==> src/rtl/mips_pkg.sv <==
// Shared types and constants for the multicycle MIPS memory-port sequencer.
// The optional timeout path is compiled in with MEM_TIMEOUT_EN.
package mips_pkg;

  localparam int unsigned ADDR_W_DEF = 32;
  localparam int unsigned DATA_W_DEF = 32;
  localparam int unsigned TMR_W      = 5;

  typedef logic [1:0] state_t;

  localparam state_t StIdle = 2'd0;
  localparam state_t StReq  = 2'd1;
  localparam state_t StDone = 2'd2;

  function automatic logic is_word_aligned(input logic [1:0] lsb);
    return lsb == 2'b00;
  endfunction

endpackage

==> src/rtl/mem_port_ctrl_if.sv <==
// Controller-side request signals and memory-side req/ack bus of mem_port_ctrl.
// master is the sequencer's view; slave is the controller/memory environment.
interface mem_port_ctrl_if
  import mips_pkg::*;
#(
  parameter int unsigned ADDR_W = ADDR_W_DEF,
  parameter int unsigned DATA_W = DATA_W_DEF
);

  logic              start;
  logic              memwrite;
  logic [ADDR_W-1:0] adr;
  logic [DATA_W-1:0] writedata;
  logic [DATA_W-1:0] readdata;
  logic              busy;
  logic              done;
  logic              err;
  logic              mreq;
  logic              mwe;
  logic [ADDR_W-1:0] maddr;
  logic [DATA_W-1:0] mwdata;
  logic [DATA_W-1:0] mrdata;
  logic              mack;

  modport master (
    input  start, memwrite, adr, writedata, mrdata, mack,
    output readdata, busy, done, err, mreq, mwe, maddr, mwdata
  );

  modport slave (
    output start, memwrite, adr, writedata, mrdata, mack,
    input  readdata, busy, done, err, mreq, mwe, maddr, mwdata
  );

endinterface

==> src/rtl/mem_wait_timer.sv <==
// REQ-state wait counter with expiry compare; instantiated only when MEM_TIMEOUT_EN is defined.
module mem_wait_timer
  import mips_pkg::*;
#(
  parameter int unsigned TIMEOUT = 15
) (
  input  logic clk,
  input  logic reset,
  input  logic clr_i,
  input  logic inc_i,
  output logic expired_o
);

  logic [TMR_W-1:0] cnt_q, cnt_d;

  always_comb begin
    cnt_d = cnt_q;
    if (clr_i) begin
      cnt_d = '0;
    end else if (inc_i) begin
      cnt_d = cnt_q + 1'b1;
    end
  end

  // Fires on the TIMEOUT-th ackless REQ cycle; gating with inc_i lets a same-cycle mack win.
  assign expired_o = inc_i && (cnt_q == TMR_W'(TIMEOUT - 1));

  always_ff @(posedge clk or posedge reset) begin
    if (reset) begin
      cnt_q <= '0;
    end else begin
      cnt_q <= cnt_d;
    end
  end

endmodule

==> src/rtl/mem_port_ctrl.sv <==
// Multicycle memory-port sequencer: one req/ack access per start, registered read data.
// Define MEM_TIMEOUT_EN to abort REQ after TIMEOUT ackless cycles.
module mem_port_ctrl
  import mips_pkg::*;
#(
  parameter int unsigned ADDR_W  = ADDR_W_DEF,
  parameter int unsigned DATA_W  = DATA_W_DEF,
  parameter int unsigned TIMEOUT = 15
) (
  input  logic            clk,
  input  logic            reset,
  mem_port_ctrl_if.master bus
);

  state_t            state_q, state_d;
  logic [ADDR_W-3:0] wadr_q, wadr_d;
  logic              mwe_q, mwe_d;
  logic [DATA_W-1:0] wdata_q, wdata_d;
  logic [DATA_W-1:0] rdata_q, rdata_d;
  logic              err_q, err_d;
  logic              accept;
  logic              expired;

`ifdef MEM_TIMEOUT_EN
  mem_wait_timer #(
    .TIMEOUT (TIMEOUT)
  ) u_wait_timer (
    .clk       (clk),
    .reset     (reset),
    .clr_i     (accept),
    .inc_i     ((state_q == StReq) && !bus.mack),
    .expired_o (expired)
  );
`else
  assign expired = 1'b0;
`endif

  always_comb begin
    state_d = state_q;
    wadr_d  = wadr_q;
    mwe_d   = mwe_q;
    wdata_d = wdata_q;
    rdata_d = rdata_q;
    err_d   = err_q;
    accept  = 1'b0;
    unique case (state_q)
      StIdle: begin
        if (bus.start) begin
          if (is_word_aligned(bus.adr[1:0])) begin
            accept  = 1'b1;
            wadr_d  = bus.adr[ADDR_W-1:2];
            mwe_d   = bus.memwrite;
            wdata_d = bus.writedata;
            state_d = StReq;
          end else begin
            // Misaligned: flag and complete without touching memory.
            err_d   = 1'b1;
            state_d = StDone;
          end
        end
      end
      StReq: begin
        if (bus.mack) begin
          if (!mwe_q) begin
            rdata_d = bus.mrdata;
          end
          state_d = StDone;
        end else if (expired) begin
          err_d   = 1'b1;
          state_d = StDone;
        end
      end
      StDone:  state_d = StIdle;
      default: state_d = StIdle;
    endcase
  end

  always_ff @(posedge clk or posedge reset) begin
    if (reset) begin
      state_q <= StIdle;
      wadr_q  <= '0;
      mwe_q   <= 1'b0;
      wdata_q <= '0;
      rdata_q <= '0;
      err_q   <= 1'b0;
    end else begin
      state_q <= state_d;
      wadr_q  <= wadr_d;
      mwe_q   <= mwe_d;
      wdata_q <= wdata_d;
      rdata_q <= rdata_d;
      err_q   <= err_d;
    end
  end

  // Every output is a decode of registered state, so mack/mrdata never reach an output directly.
  assign bus.mreq     = (state_q == StReq);
  assign bus.busy     = (state_q != StIdle);
  assign bus.done     = (state_q == StDone);
  assign bus.err      = err_q;
  assign bus.readdata = rdata_q;
  assign bus.mwe      = mwe_q;
  assign bus.maddr    = {wadr_q, 2'b00};
  assign bus.mwdata   = wdata_q;

endmodule

==> src/flat_wrapper.sv <==
// flat-port wrapper written by rule: the top's interface ports become plain ports
module mem_port_ctrl_flat import mips_pkg::*;
#(
  parameter int unsigned ADDR_W  = ADDR_W_DEF,
  parameter int unsigned DATA_W  = DATA_W_DEF,
  parameter int unsigned TIMEOUT = 15
)
  (clk, reset, bus_start, bus_memwrite, bus_adr, bus_writedata, bus_mrdata, bus_mack, bus_readdata, bus_busy, bus_done, bus_err, bus_mreq, bus_mwe, bus_maddr, bus_mwdata);
  mem_port_ctrl_if #(.ADDR_W(ADDR_W), .DATA_W(DATA_W)) bus_i ();
  input  logic clk;
  input  logic reset;
  input wire logic [$bits(bus_i.start)-1:0] bus_start;
  input wire logic [$bits(bus_i.memwrite)-1:0] bus_memwrite;
  input wire logic [$bits(bus_i.adr)-1:0] bus_adr;
  input wire logic [$bits(bus_i.writedata)-1:0] bus_writedata;
  input wire logic [$bits(bus_i.mrdata)-1:0] bus_mrdata;
  input wire logic [$bits(bus_i.mack)-1:0] bus_mack;
  output wire logic [$bits(bus_i.readdata)-1:0] bus_readdata;
  output wire logic [$bits(bus_i.busy)-1:0] bus_busy;
  output wire logic [$bits(bus_i.done)-1:0] bus_done;
  output wire logic [$bits(bus_i.err)-1:0] bus_err;
  output wire logic [$bits(bus_i.mreq)-1:0] bus_mreq;
  output wire logic [$bits(bus_i.mwe)-1:0] bus_mwe;
  output wire logic [$bits(bus_i.maddr)-1:0] bus_maddr;
  output wire logic [$bits(bus_i.mwdata)-1:0] bus_mwdata;
  assign bus_i.start = bus_start;
  assign bus_i.memwrite = bus_memwrite;
  assign bus_i.adr = bus_adr;
  assign bus_i.writedata = bus_writedata;
  assign bus_i.mrdata = bus_mrdata;
  assign bus_i.mack = bus_mack;
  assign bus_readdata = bus_i.readdata;
  assign bus_busy = bus_i.busy;
  assign bus_done = bus_i.done;
  assign bus_err = bus_i.err;
  assign bus_mreq = bus_i.mreq;
  assign bus_mwe = bus_i.mwe;
  assign bus_maddr = bus_i.maddr;
  assign bus_mwdata = bus_i.mwdata;
  mem_port_ctrl #(.ADDR_W(ADDR_W), .DATA_W(DATA_W), .TIMEOUT(TIMEOUT)) u_core (.clk(clk), .reset(reset), .bus(bus_i));
endmodule
==> config.mk <==
export PLATFORM = sky130hd
export DESIGN_NAME = mem_port_ctrl_flat
export DESIGN_NICKNAME = d
export VERILOG_FILES = /design/src/rtl/mips_pkg.sv /design/src/rtl/mem_port_ctrl_if.sv /design/src/rtl/mem_wait_timer.sv /design/src/rtl/mem_port_ctrl.sv /design/src/flat_wrapper.sv
export SDC_FILE = /design/constraint.sdc
export NUM_CORES = 1
export LEC_CHECK = 0
export ABC_AREA = 1
export CAP_MARGIN = 15
export CORE_UTILIZATION = 35
export CTS_BUF_LIST = sky130_fd_sc_hd__clkbuf_2 sky130_fd_sc_hd__clkbuf_4 sky130_fd_sc_hd__clkbuf_8
export DETAILED_ROUTE_END_ITERATION = 8
export PLACE_DENSITY = 0.72
export SLEW_MARGIN = 20
export SYNTH_ARGS = -nofsm -noshare
export SYNTH_HDL_FRONTEND = slang
export SYNTH_HIERARCHICAL = 1
export SYNTH_SLANG_ARGS = --single-unit
==> constraint.sdc <==
create_clock -name clk -period 8.6 [get_ports clk]
set_clock_uncertainty 0.1 [all_clocks]
set_input_delay 1.72 -clock clk [delete_from_list [all_inputs] [get_ports clk]]
set_output_delay 1.72 -clock clk [all_outputs]
set_load 0.05 [all_outputs]
# ---- Yosys cells after proc, flatten, opt, wreduce, memory -nomap -nowiden
# Index checks and enable logic that the tools add are counted.
dict set report totals {
  reg_bits 98
  latch_bits 0
  ram_bits 0
  mem_bits_ro 0
  in_bits 101
  out_inout_bits 101
  word_cells 23
  memories 0
}
dict set report classes {
  n_addsub 0
  n_mul 0
  div 0
  magnitude_cmp 0
  eq_ne 4
  shift 0
  n_mux 4
  bitwise_logic 2
  reduce_logical 7
}
# operator n
set op_table {}
lappend op_table {{$reduce_and 3->1} 3}
lappend op_table {{$mux 2} 3}
lappend op_table {{$logic_not 2->1} 2}
lappend op_table {{$ne 2x2->1 const B} 2}
lappend op_table {{$pmux 2 s2} 1}
lappend op_table {{$eq 2x1->1 const B} 1}
lappend op_table {{$eq 2x2->1 const B} 1}
lappend op_table {{$not 1->1} 2}
lappend op_table {{$reduce_and 2->1} 1}
lappend op_table {{$reduce_bool 2->1} 1}

# ---- Logic depth before layout (Yosys ltp)
dict set report depth {
  depth_word 4
  ltp_mapped 6
  ltp_nobuf 5
}

# ---- Worst setup path after synthesis
# OpenSTA, ideal clock, no wires.
dict set report synth_timing {
  kind {reg2out}
  startpoint {reg u_core.state_q[1]}
  endpoint {out bus_done}
  t_arrival_ps 1077
  required_time_ps 6780
  slack_ps 5703
  path_stages_with_launch 3
  path_buffers 0
  cell_sequence {dfrtp_1 inv_1 nor2_1}
}
dict set report synth_via {
  elab_chain_cells 1
}
# element line_no
set synth_rtl {}
lappend synth_rtl {{start: declaration} mem_port_ctrl.sv:15} ;# state_t state_q, state_d;
lappend synth_rtl {{start signal: assignment} mem_port_ctrl.sv:80} ;# state_q <= StIdle;
lappend synth_rtl {{start signal: assignment} mem_port_ctrl.sv:87} ;# state_q <= state_d;
lappend synth_rtl {{$eq 2x2->1} mem_port_ctrl.sv:99} ;# assign bus.done = (state_q == StDone);
lappend synth_rtl {{end: declaration} flat_wrapper.sv:20} ;# output wire logic [$bits(bus_i.done)-1:0] bus_done;
# No other way between the ends.

# ---- Worst setup path in the final report
dict set report layout_timing {
  startpoint {reg u_core.state_q[1]}
  endpoint {out bus_mreq}
}
dict set report layout_via {
  elab_chain_cells 1
}
# element line_no
set layout_rtl {}
lappend layout_rtl {{$eq 2x1->1} mem_port_ctrl.sv:97} ;# assign bus.mreq = (state_q == StReq);
lappend layout_rtl {{end: declaration} flat_wrapper.sv:22} ;# output wire logic [$bits(bus_i.mreq)-1:0] bus_mreq;
# No other way between the ends.

==> impl_metrics.csv <==
group,metric,value,unit
status,status,"finished, final reports clean",
timing,worst_pin_slew,1080,ps
timing,rsz0062_at_grt,"false",
timing,relSlewSlack,0.280,
floorplan,coreArea,11000,sq um
setup_path,r2r_slack,6030,ps
min_path,hold_path.class,"flop to flop",
global_routing,grt_max_degree,66,
finish,n_antenna_cell,0,
global_routing,antenna_found_initial,0,
finish,syn_to_final_growth,55.5,%
routing,detail_route.wl_per_cell,14.8,um
synthesis,async_flop_share,1.00,
routing,ant_nets,0,
setup_path,worst_setup_path_start_kind,"flop",
setup_path,worst_ep_arrival_time,2410,ps
synthesis,synth_common_cells,"197 x nand2_1, 98 x dfrtp_1, 63 x nand4_1",
timing,finalHoldViolations,0,
timing,setup_viol,0,
power_and_ir_drop,p_leak,2.98,nW
timing,fmax,0.236,GHz
routing,drtIter0Drc,285,
setup_path,rr_worst_depth,4,
global_routing,grt-ovfl-total,0,
clock_network,clk_pin_slew,90,ps
setup_path,timing.rr.end,"u_core/bus.readdata[17]$_DFFE_PP0P_",
setup_path,cp-startpoint,"u_core/state_q[1]$_DFFE_PP0P_",
routing,routed_wl,11.3,mm
timing,report.final.slew_viol_count,0,
global_routing,grt_util_all_layers,0.192,
synthesis,synth_cells,442,
setup_path,worstSetupEndpointType,"primary output",
finish,layout-drive-gt1-share,0.0465,
min_path,min_to,"u_core/bus.mwdata[1]$_DFFE_PP0P_",
global_routing,grt_pass1_vias,3676,
global_routing,grt_pass1_wl,17.8,mm
global_routing,grt_use_met3,0.0395,
clock_network,clk_path_buf_depth,2,
synthesis,ys_types,15,
clock_network,ctsHoldBuffers,0,
timing,finalSetupTns,0,ps
synthesis,syn_area_per_cell,9.10,sq um
placed_design,gp_congestion,0.763,
finish,fin_util,0.567,
routing,viasPerCell,4.92,
synthesis,yosysWarningCount,6,
clock_network,cts.sinks,98,
synthesis,synth_flop_cell,"dfrtp_1",
flow_run,cap_viol_max_count,0,
placed_design,place_hpwl,7.62,mm
floorplan,pin_count,202,
power_and_ir_drop,powerDensity,334,nW/um^2
clock_network,cts-root-buf,"clkbuf_8",
floorplan,initial_core_util,0.365,
synthesis,synth_edf_count,0,
clock_network,cts_setup_buffers,0,
routing,firstDrtPassIters,4,
setup_path,r2r_start,"u_core/state_q[1]$_DFFE_PP0P_",
floorplan,rows,38,
timing,period_needed,4230,ps
clock_network,ctsHtreeMaxLevel,3,
timing,period_share,0.492,
power_and_ir_drop,ir_worst_vdd,0.180,mV
setup_path,worstPathRequired,6780,ps
synthesis,ys_seq_area_frac,0.609,
synthesis,yosysTopAreaCellShare,0.609,
finish,fin_nets,720,
setup_path,cp_max_fo,36,
min_path,min-delay-start,"u_core/bus.mwdata[1]$_DFFE_PP0P_",
global_routing,globalRouteMet2Util,0.319,
floorplan,die-area,11900,sq um
global_routing,busiest_layer,"met2",
synthesis,ys_ff_latch,98,
routing,vias,3758,
clock_network,clk_latency,340,ps
synthesis,mappedNetlistArea,4020,sq um
synthesis,synth.largest_area_cell,"dfrtp_1",
global_routing,met1_usage,0.245,
synthesis,yosysMostFrequentCell,"nand2_1",
placed_design,io_buffers,199,
setup_path,worstSetupPathType,"flop to primary output",
floorplan,dieHeight,109,um
floorplan,die_x,109,um
routing,drc,0,
min_path,min_path_cells,2,
clock_network,cts_resized,0,
clock_network,cts_tree,"done",
clock_network,cts_buffers,9,
synthesis,synth.area.top_cells,"dfrtp_1 61%, nand2_1 18%, nand4_1 9.8%, nand3_1 4.0%, buf_2 3.2%",
==> where the power goes <==
part	switching, W	internal, W
logic	0.000736	0.000343
clock network	0.000150	0.000162
registers	0.0000890	0.000607
total	0.000975	0.00111
==> cells in the final DEF, fill, tap and decap left out, drive strengths merged <==
| cell type | instances |
|---|---|
| buf | 5 |
| bufinv | 1 |
| clkbuf | 13 |
| clkdlybuf4s50 | 198 |
| clkinv | 1 |
| clkinvlp | 1 |
| conb | 2 |
| dfrtp | 98 |
| inv | 6 |
| nand2 | 197 |
| nand3 | 33 |
| nand4 | 63 |
| nor2 | 6 |
==> metrics by stage <==
step | power (W) | instances | setup slack [ps] | hold slack [ps] | instance area [sq um]
global route | 0.00219 | 764 | 4260 | 395 | 6260
global placement | 0.00177 | 748 | 4070 | 347 | 6030
detailed placement | 0.00179 | 748 | 4460 | 357 | 6040
floorplan | 0.00138 | 443 | 4220 | 489 | 4030
CTS | 0.00210 | 764 | 4370 | 378 | 6250
finish | 0.00209 | 764 | 4370 | 375 | 6260
==> area by class of cell <==
class,count,area (sq um)
fill,992,4770
clock inverter,3,46.3
sequential,98,2450
timing repair buffer,203,2020
tap,140,175
multi-input combinational,301,1370
inverter,6,25.0
clock buffer,13,173
==> layer usage <==
layer / vias to the layer above / wire length (um)
met5: - / 0
met4: 0 / 193
met3: 15 / 814
met2: 153 / 5510
met1: 1783 / 4780
li1: 1807 / -
==> sequential cells by signal (all words and copies together) (netlist names) <==
| register | cells |
|---|---|
| u_core/wadr_q | 30 |
| u_core/bus.mwe | 1 |
| u_core/bus.readdata | 32 |
| u_core/bus.err | 1 |
| u_core/state_q | 2 |
| u_core/bus.mwdata | 32 |
==> how the worst max path moves through the flow <==
stage                                          endpoint
after detailed placement  u_core/wadr_q[18]$_DFFE_PP0P_
final                                          bus_mreq
after global placement    u_core/wadr_q[23]$_DFFE_PP0P_
after global routing                           bus_mreq
after CTS                                      bus_mreq
after floorplan              u_core/bus.err$_DFFE_PP0P_
==> kinds of logic (layout without fill, tap and decap cells) <==
family / count (synthesis) / after routing / share of synthesized area
other cells: 1 / 2 / 0.000932
flops: 98 / 98 / 0.609
simple gates: 299 / 299 / 0.332
buf+inv: 44 / 225 / 0.0575
==> worst max-delay path, stage by stage (launching register included) <==
cell             delay (ps)
dfrtp_1                 450
nor2_4                  670
clkdlybuf4s50_1         940
No activity file was read; power rests on OpenSTA's default activity.
